--- config.mk ---
export PLATFORM = sky130hd
export DESIGN_NAME = rf_wb_ctrl
export DESIGN_NICKNAME = d
export VERILOG_FILES = /design/src/rtl/wisc_pkg.sv /design/src/rtl/rf_wb_ctrl_wb_queue.sv /design/src/rtl/rf_wb_ctrl.sv
export SDC_FILE = /design/constraint.sdc
export NUM_CORES = 1
export LEC_CHECK = 0
export ABC_AREA = 0
export BUFFER_PORTS_ARGS = -buffer_cell sky130_fd_sc_hd__clkbuf_2
export CORE_ASPECT_RATIO = 1.1
export CORE_MARGIN = 2
export CORE_UTILIZATION = 45
export CTS_CLUSTER_DIAMETER = 80
export DETAILED_ROUTE_END_ITERATION = 8
export PLACE_DENSITY = 0.66
export SYNTH_ARGS = -nofsm -noshare
export SYNTH_HDL_FRONTEND = slang
export SYNTH_SLANG_ARGS = --single-unit
--- constraint.sdc ---
create_clock -name clk -period 8.3 [get_ports clk]
set_input_delay 1.66 -clock clk [delete_from_list [all_inputs] [get_ports clk]]
set_output_delay 1.66 -clock clk [all_outputs]
set_load 0.01 [all_outputs]
--- src/rtl/wisc_pkg.sv ---
// Shared types for the writeback / register-file slice.
package wisc_pkg;

  localparam int REG_AW = 4;
  localparam int DATA_W = 16;

  // One pending register-file write.
  typedef struct packed {
    logic [REG_AW-1:0] addr;
    logic [DATA_W-1:0] data;
  } wb_entry_t;

  // Number of entries offered to the write queue in one cycle (0..2).
  function automatic logic [1:0] push_count(input logic a, input logic b);
    return {1'b0, a} + {1'b0, b};
  endfunction

endpackage

--- src/rtl/rf_wb_ctrl_wb_queue.sv ---
// In-order write queue: circular buffer taking up to two entries per cycle
// (entry a older than entry b) and retiring the head entry every non-empty cycle.
module wb_queue
  import wisc_pkg::*;
#(
  parameter int DEPTH = 4
) (
  input  logic                     clk,
  input  logic                     rst,
  input  logic                     push_a,
  input  wb_entry_t                ent_a,
  input  logic                     push_b,
  input  wb_entry_t                ent_b,
  output logic [$clog2(DEPTH)-1:0] head,
  output logic [$clog2(DEPTH):0]   count,
  output wb_entry_t                ent_q [DEPTH],
  output logic [DEPTH-1:0]         live
);

  localparam int PW = $clog2(DEPTH);
  localparam int CW = PW + 1;

  wb_entry_t     mem [DEPTH];
  logic [PW-1:0] tail;
  logic [PW-1:0] slot_b;
  logic [PW-1:0] age;
  logic [1:0]    n_push;
  logic          pop;

  // Push/pop bookkeeping: entry b lands after entry a when both are present.
  always_comb begin
    n_push = push_count(push_a, push_b);
    pop    = (count != '0);
    slot_b = push_a ? tail + PW'(1) : tail;
  end

  // Pointer and occupancy registers; pointers wrap naturally.
  always_ff @(posedge clk) begin
    if (rst) begin
      head  <= '0;
      tail  <= '0;
      count <= '0;
    end else begin
      tail  <= tail + PW'(n_push);
      head  <= head + PW'(pop);
      count <= count + CW'(n_push) - CW'(pop);
    end
  end

  // Entry storage; contents are only observed through live/count, so no reset.
  always_ff @(posedge clk) begin
    if (push_a) mem[tail]   <= ent_a;
    if (push_b) mem[slot_b] <= ent_b;
  end

  assign ent_q = mem;

  // Slot k is live when its distance from head is below the occupancy.
  always_comb begin
    live = '0;
    age  = '0;
    for (int unsigned k = 0; k < DEPTH; k++) begin
      age     = PW'(k) - head;
      live[k] = ({1'b0, age} < count);
    end
  end

endmodule

--- src/rtl/rf_wb_ctrl.sv ---
// Writeback controller: merges memory- and ALU-stage results into an in-order
// write queue, drives the register-file write port from the queue head and
// offers youngest-wins bypass data for the two read ports.
module rf_wb_ctrl
  import wisc_pkg::*;
#(
  parameter int DEPTH = 4,
  parameter int AW    = REG_AW,
  parameter int DW    = DATA_W
) (
  input  logic          clk,
  input  logic          rst,
  input  logic          mem_vld,
  input  logic [AW-1:0] mem_dst_addr,
  input  logic [DW-1:0] mem_data,
  input  logic          alu_vld,
  input  logic [AW-1:0] alu_dst_addr,
  input  logic [DW-1:0] alu_data,
  output logic          wb_rdy,
  input  logic [AW-1:0] p0_addr,
  input  logic [AW-1:0] p1_addr,
  output logic          byp0_hit,
  output logic [DW-1:0] byp0_data,
  output logic          byp1_hit,
  output logic [DW-1:0] byp1_data,
  output logic [AW-1:0] dst_addr,
  output logic [DW-1:0] dst,
  output logic          we,
  input  logic          hlt,
  output logic          drained,
  output logic          ovf
);

  localparam int PW = $clog2(DEPTH);
  localparam int CW = PW + 1;

  logic             mem_ok;
  logic             alu_ok;
  logic             push_req;
  logic             push_a;
  logic             push_b;
  wb_entry_t        ent_a;
  wb_entry_t        ent_b;
  wb_entry_t        ent_q [DEPTH];
  wb_entry_t        head_ent;
  logic [PW-1:0]    head;
  logic [CW-1:0]    count;
  logic [DEPTH-1:0] live;
  logic [PW-1:0]    idx;

  // R0 writes are dropped; a cycle with any surviving result while not ready
  // is discarded as a whole.
  always_comb begin
    mem_ok     = mem_vld && (mem_dst_addr != '0);
    alu_ok     = alu_vld && (alu_dst_addr != '0);
    push_req   = mem_ok || alu_ok;
    wb_rdy     = (count <= CW'(DEPTH - 2));
    push_a     = mem_ok && wb_rdy;
    push_b     = alu_ok && wb_rdy;
    ent_a.addr = mem_dst_addr;
    ent_a.data = mem_data;
    ent_b.addr = alu_dst_addr;
    ent_b.data = alu_data;
  end

  wb_queue #(
    .DEPTH (DEPTH)
  ) u_queue (
    .clk    (clk),
    .rst    (rst),
    .push_a (push_a),
    .ent_a  (ent_a),
    .push_b (push_b),
    .ent_b  (ent_b),
    .head   (head),
    .count  (count),
    .ent_q  (ent_q),
    .live   (live)
  );

  // Sticky overflow flag and registered drain indication.
  always_ff @(posedge clk) begin
    if (rst) begin
      ovf     <= 1'b0;
      drained <= 1'b0;
    end else begin
      if (push_req && !wb_rdy) ovf <= 1'b1;
      drained <= hlt && (count == '0);
    end
  end

  // RF write port straight from the head entry, zeroed when idle.
  always_comb begin
    head_ent = ent_q[head];
    we       = (count != '0);
    dst_addr = '0;
    dst      = '0;
    if (we) begin
      dst_addr = head_ent.addr;
      dst      = head_ent.data;
    end
  end

  // Bypass search walks from head towards tail so the youngest match is kept.
  always_comb begin
    byp0_hit  = 1'b0;
    byp0_data = '0;
    byp1_hit  = 1'b0;
    byp1_data = '0;
    idx       = head;
    for (int unsigned k = 0; k < DEPTH; k++) begin
      idx = head + PW'(k);
      if (live[idx]) begin
        if ((p0_addr != '0) && (ent_q[idx].addr == p0_addr)) begin
          byp0_hit  = 1'b1;
          byp0_data = ent_q[idx].data;
        end
        if ((p1_addr != '0) && (ent_q[idx].addr == p1_addr)) begin
          byp1_hit  = 1'b1;
          byp1_data = ent_q[idx].data;
        end
      end
    end
  end

endmodule

== Word-level counts from Yosys, hierarchy flattened ==
Index checks and enable logic that the tools add are counted.

* Add/sub/neg operators: 13
* Muxes and demuxes: 63
* Bitwise gates (word level): 6
* Shift-type cells: 0
* Reduce and logical (&&, ||, !) cells: 24
* Magnitude comparators: 17
* Multiply operators: 0
* Divide/modulo/power cells: 0
* Equality and inequality tests: 8

{| class="wikitable"
|+ Operators with widths
! operator !! count
|-
| two-way mux 16 bit || 17
|-
| two-way mux 20 bit || 10
|-
| binary-select mux 20 bit (select 2 bit) || 4
|-
| bitwise mux 80 bit || 2
|-
| two-way mux 80 bit || 2
|-
| demux 20 bit (select 2 bit) || 2
|-
| equality test 4 bit || 8
|-
| two-way mux 1 bit || 20
|-
| greater-or-equal comparator 3 bit, second input constant || 6
|-
| inverter 2 -> 3 bit || 6
|-
| logical AND 1 bit || 16
|-
| nonzero test 4 bit || 4
|-
| < comparator 2 x 3 -> 1 bit || 4
|-
| < comparator 2 x 3 -> 1 bit, second input constant || 4
|-
| binary-select mux 1 bit (select 2 bit) || 4
|-
| < comparator 3 x 1 -> 1 bit, second input constant || 2
|-
| adder 2 x 1 -> 2 bit, second input constant || 2
|-
| adder 2 bit, second input constant || 2
|-
| two-way mux 4 bit || 1
|-
| subtractor 1 x 2 -> 2 bit, first input constant || 2
|-
| subtractor 2 bit, first input constant || 2
|-
| adder 3 x 2 -> 3 bit || 1
|-
| <= comparator 3 x 2 -> 1 bit, second input constant || 1
|-
| zero test 3 bit || 1
|-
| 8 further kinds || 8
|}

* Word-level logic and storage cells: 144
* Bits of input ports: 53
* Bits in read-only memories: 0
* Output and inout port bits: 58
* Memories: 0
* Memory bits (writable): 0
* Bits in registers: 89
* Bits in latches: 0

== Logic depth before layout (Yosys ltp) ==
* Depth after elaboration: 14
* Gate-level depth with buffers: 16
* Depth with buffers taken out: 11

== Cells and area by module ==
From an unflattened synthesis, not the netlist that was laid out.

* Cell total of the unflattened synthesis: 818
* Area, all modules: 7701.1 µm²

{| class="wikitable"
|+ Modules (own cells, without submodules)
! module !! cells an instance !! instances !! sequential area each (µm²) !! area each (µm²)
|-
| wb_queue || 327 || 1 || 1741.7 || 4160.2
|-
| rf_wb_ctrl || 491 || 1 || 40.0 || 3540.9
|}

== Least setup slack after synthesis ==
No wires, ideal clock.

* Path type: reg-to-output
* Start point: register u_queue.head[1]
* End point: output byp1_data[14]
* Setup slack: 2612 ps
* Required time: 6640 ps
* Stages on the path, launching flop included: 16
* Path buffers: 7
* Arrival time: 4028 ps
* Cells stage by stage: dfxtp_1 -> buf_2 -> buf_6 -> buf_6 -> buf_2 -> buf_1 -> buf_2 -> xnor2_1 -> ha_1 -> or4b_2 -> o41ai_1 -> o211a_1 -> nand2_1 -> clkbuf_1 -> o211a_1 -> a221oi_1

* Cells in the longest elaborated chain, start to end: 14
* Elaborated cells between the ends (all ways): 51
* Those cells by class: add/sub: 7; order compare: 4; eq/ne: 4; mux: 28; bitwise: 4; reduce/logical: 4

{| class="wikitable"
|+ Ends and longest elaborated chain
! item !! line !! text
|-
| from (decl) || rf_wb_ctrl_wb_queue.sv:14 || <nowiki>output logic [$clog2(DEPTH)-1:0] head,</nowiki>
|-
| from (signal assigned) || rf_wb_ctrl_wb_queue.sv:45 || <nowiki>head <= head + PW'(pop);</nowiki>
|-
| parallel branches: the longest is 13 deep, another holds < comparator 2 x 3 -> 1 bit || n/a ||
|-
| two-way mux 16 bit * || rf_wb_ctrl.sv:113 || <nowiki>if (live[idx]) begin</nowiki>
|-
| to (decl) || rf_wb_ctrl.sv:25 || <nowiki>output logic [DW-1:0] byp1_data,</nowiki>
|}

Mark *: on every way between the ends. The select of a mux whose other input is x is not followed.

== Worst setup path after layout ==
* Start point: register u_queue.head[1]
* End point: output byp1_data[15]

The elaborated chain is that of the path after synthesis.

==> impl_results.md <==
- Status: finished, final reports clean
- Post-cts repair resize count: 0
- Final-report hold violation count: 0
- Yosys reg bits: 89
- Critical Path AT: 4.71 ns
- Syn Area/Cell: 8.103 µm²
- DR pass1 iterations: 5
- Sequential-to-total area share from yosys stat: 0.2352
- Ys flop type: dfxtp_1
- Max VDD drop: 0.2125 mV
- Min Clock Period, post-route: 6.370 ns
- Clock buffer depth: 2
- Worst-path clk slew: 0.07 ns
- First-pass GRT wire length: 35170 µm
- Worst path max stage delay: 0.97 ns
- Final Slew Violations: 0
- Hold Buf Count CTS: 0
- Setup CP Type: register to output pin
- Worst hold path class: register to register
- Iteration-0 DRC Markers: 517
- Post-DRT Antenna Nets: 0
- Crit path cell chain: buf_4, mux4_2, xor2_1, a2bb2oi_1, a2111oi_4, a22oi_1, a221oi_1, clkbuf_2
- CP max FO: 53
- Post-synth ARST share: 0
- Global route total overflow: 0
- Post-DP HPWL: 15470 µm
- Number of setup violations in the final report: 0
- TritonCTS clock tree: done
- # port buffers: 110
- Drt drc: 0
- Initial core utilization: 0.4611
- CP Buf/Inv Count: 2
- Cell family with most CP delay: compound AO/OA/AOI/OAI gates
- Total number of vias: 7110
- CTS Sinks: 89
- Cell area after synthesis: 7576 µm²
- Total CTS buffers: 9
- Crit-path slowest cell: a2111oi_4
- Antenna Cells: 0
- Pin count of the biggest net entering global routing: 69
- Routability Congestion: 0.8776
- Worst-skew pair later-pin latency: 0.35 ns
- Final wirelength: 22370 µm
- Max_cap viols: 0
- Antenna violations before repair: 0
- Worst path required time: 6.64 ns
- Cells after synthesis: 935
- Cell accounting for the most synthesized area: dfxtp_1
- Setup bufs post-CTS: 0
- Reg2Reg Setup Slack: 5.22 ns
- GR Util All Layers: 0.2478
- Routed wire per std cell: 18.69 µm
- FF+latch area: 1787 µm²
- Power Total: 4.088 mW
- Avg Vias per Cell: 5.940
- Largest cells by area after synthesis: dfxtp_1 24%, mux2i_1 16%, nor2_1 5.7%
- Die Y: 140.1 µm
- Row cnt: 49
- Layout area overhead: 11.71%
- Post-synth EDFFs: 0
- Clock root buffer: clkbuf_16
- Die area: 17890 µm²
- Layout Nets: 1057
- Leak Pwr: 3.771 nW
- Final setup TNS: 0 ns
- Chip Width: 127.7 µm
- Layout cells sized above 1: 0.2165
- Layout Skew: 0.01036 ns
- Multi-input gate area: 5401 µm²
- Max_slew headroom: 0.2222
- Vias in the first global route: 6533
- Total I/O pin count: 111
- # H-tree levels: 3
- Fmax: 157.0 MHz
- Critical path endpoint category: output pin
- Unrepaired setup endpoints after global routing: no
- Pwr dens: 483.1 nW/µm²
- Startpoint Class: register
- Ys Warns: 0
- Share of the synthesized area in the top cell type: 0.2352
- Core area: 16430 µm²
- Post-synth net total: 1003
- Least-Margin Pin Slew: 1.162 ns
- Filler Cells Inserted: 1605
- Tcrit/Tclk final: 0.7674
- Yosys cell types: 58
[flip-flops by register name (all words and copies together) (netlist names)]
signal	count
ovf	1
u_queue.ent_q	80
u_queue.count	3
u_queue.head	2
drained	1
u_queue.tail	2
[cell type report]
type,instances,area share
repair buffers,124,0.07747
clock inverters,5,0.009758
inverters,14,0.006209
flip-flops and latches,89,0.2111
well taps,204,0.03016
clock buffers,10,0.02706
multi-input cells,751,0.6382
[layer usage]
metal  up-vias  GRT usage  share of wire
li1       3501          -              -
met1      3326     0.3240           0.44
met2       247     0.4135           0.48
met3        36    0.03896          0.062
met4         0    0.08907          0.025
met5         -          0              0
[worst paths after layout]
| path | from | cells after the start | to |
|---|---|---|---|
| worst min-delay path | ovf | 2 | ovf |
| worst max register to register | u_queue.count[0] | 10 | u_queue.count[2] |
| worst max-delay path | u_queue.head[1] | 8 | byp1_data[15] |
| worst min register to register | ovf | 2 | ovf |
[power breakdown]
| group | total (mW) | internal (mW) | switching [mW] |
|---|---|---|---|
| Clock | 0.439 | 0.263 | 0.176 |
| Combinational | 2.76 | 1.18 | 1.58 |
| Sequential | 0.891 | 0.656 | 0.235 |
| Total | 4.09 | 2.10 | 1.99 |
[placed cells by master, fill, tap and decap left out, types with 14 or more instances in the layout]
cell / count
buf_4: 14
ha_1: 14
nor3_1: 21
a31oi_1: 16
xnor2_1: 19
a21oi_1: 72
o211a_1: 17
a221oi_1: 23
and2_1: 19
o21ai_0: 71
nand2_1: 98
clkbuf_2: 110
mux2_2: 33
dfxtp_1: 87
nor2_1: 116
mux2i_1: 122
[synth_stat cells (all sizes together) (5+ instances only)]
library cell / instances
o211a: 17
clkbuf: 51
or2: 5
a31oi: 16
mux4: 16
nor3: 21
and2: 19
a221oi: 32
nand2: 99
a21oi: 74
o21ai: 73
xnor2: 19
mux2i: 122
ha: 14
nand3: 5
buf: 30
inv: 13
xor2: 12
dfxtp: 89
mux2: 33
nor2: 116
nor2b: 11
[worst min-delay path: stages, from the launching register on]
cell     delay, ns
dfxtp_1       0.33
nor2_1        0.05
nor2_1        0.06
[per-stage QoR]
| step | worst slack, ns | utilization | instance area [µm²] | hold WS (ns) | instances |
|---|---|---|---|---|---|
| floorplan | 2.612 | - | 7576 | 0.5047 | 935 |
| global placement | 2.352 | 0.4961 | 8152 | 0.4536 | 1182 |
| detailed placement | 2.311 | 0.4961 | 8152 | 0.4659 | 1182 |
| CTS | 1.980 | 0.5151 | 8463 | 0.4828 | 1197 |
| global route | 1.718 | 0.5151 | 8463 | 0.5249 | 1197 |
| finish | 1.930 | 0.5151 | 8463 | 0.4777 | 1197 |
[cells by family after synthesis]
kind of cell / after synthesis / synth area share
adder cells (fa/ha/maj): 15 / 0.02576
flip-flops: 89 / 0.2352
AO/OA/AOI/OAI: 245 / 0.2200
AND/OR/NAND/NOR: 289 / 0.1655
buffers and inverters: 95 / 0.05698
XOR/XNOR: 31 / 0.03584
multiplexers: 171 / 0.2608
No activity file was read; power rests on OpenSTA's default activity.
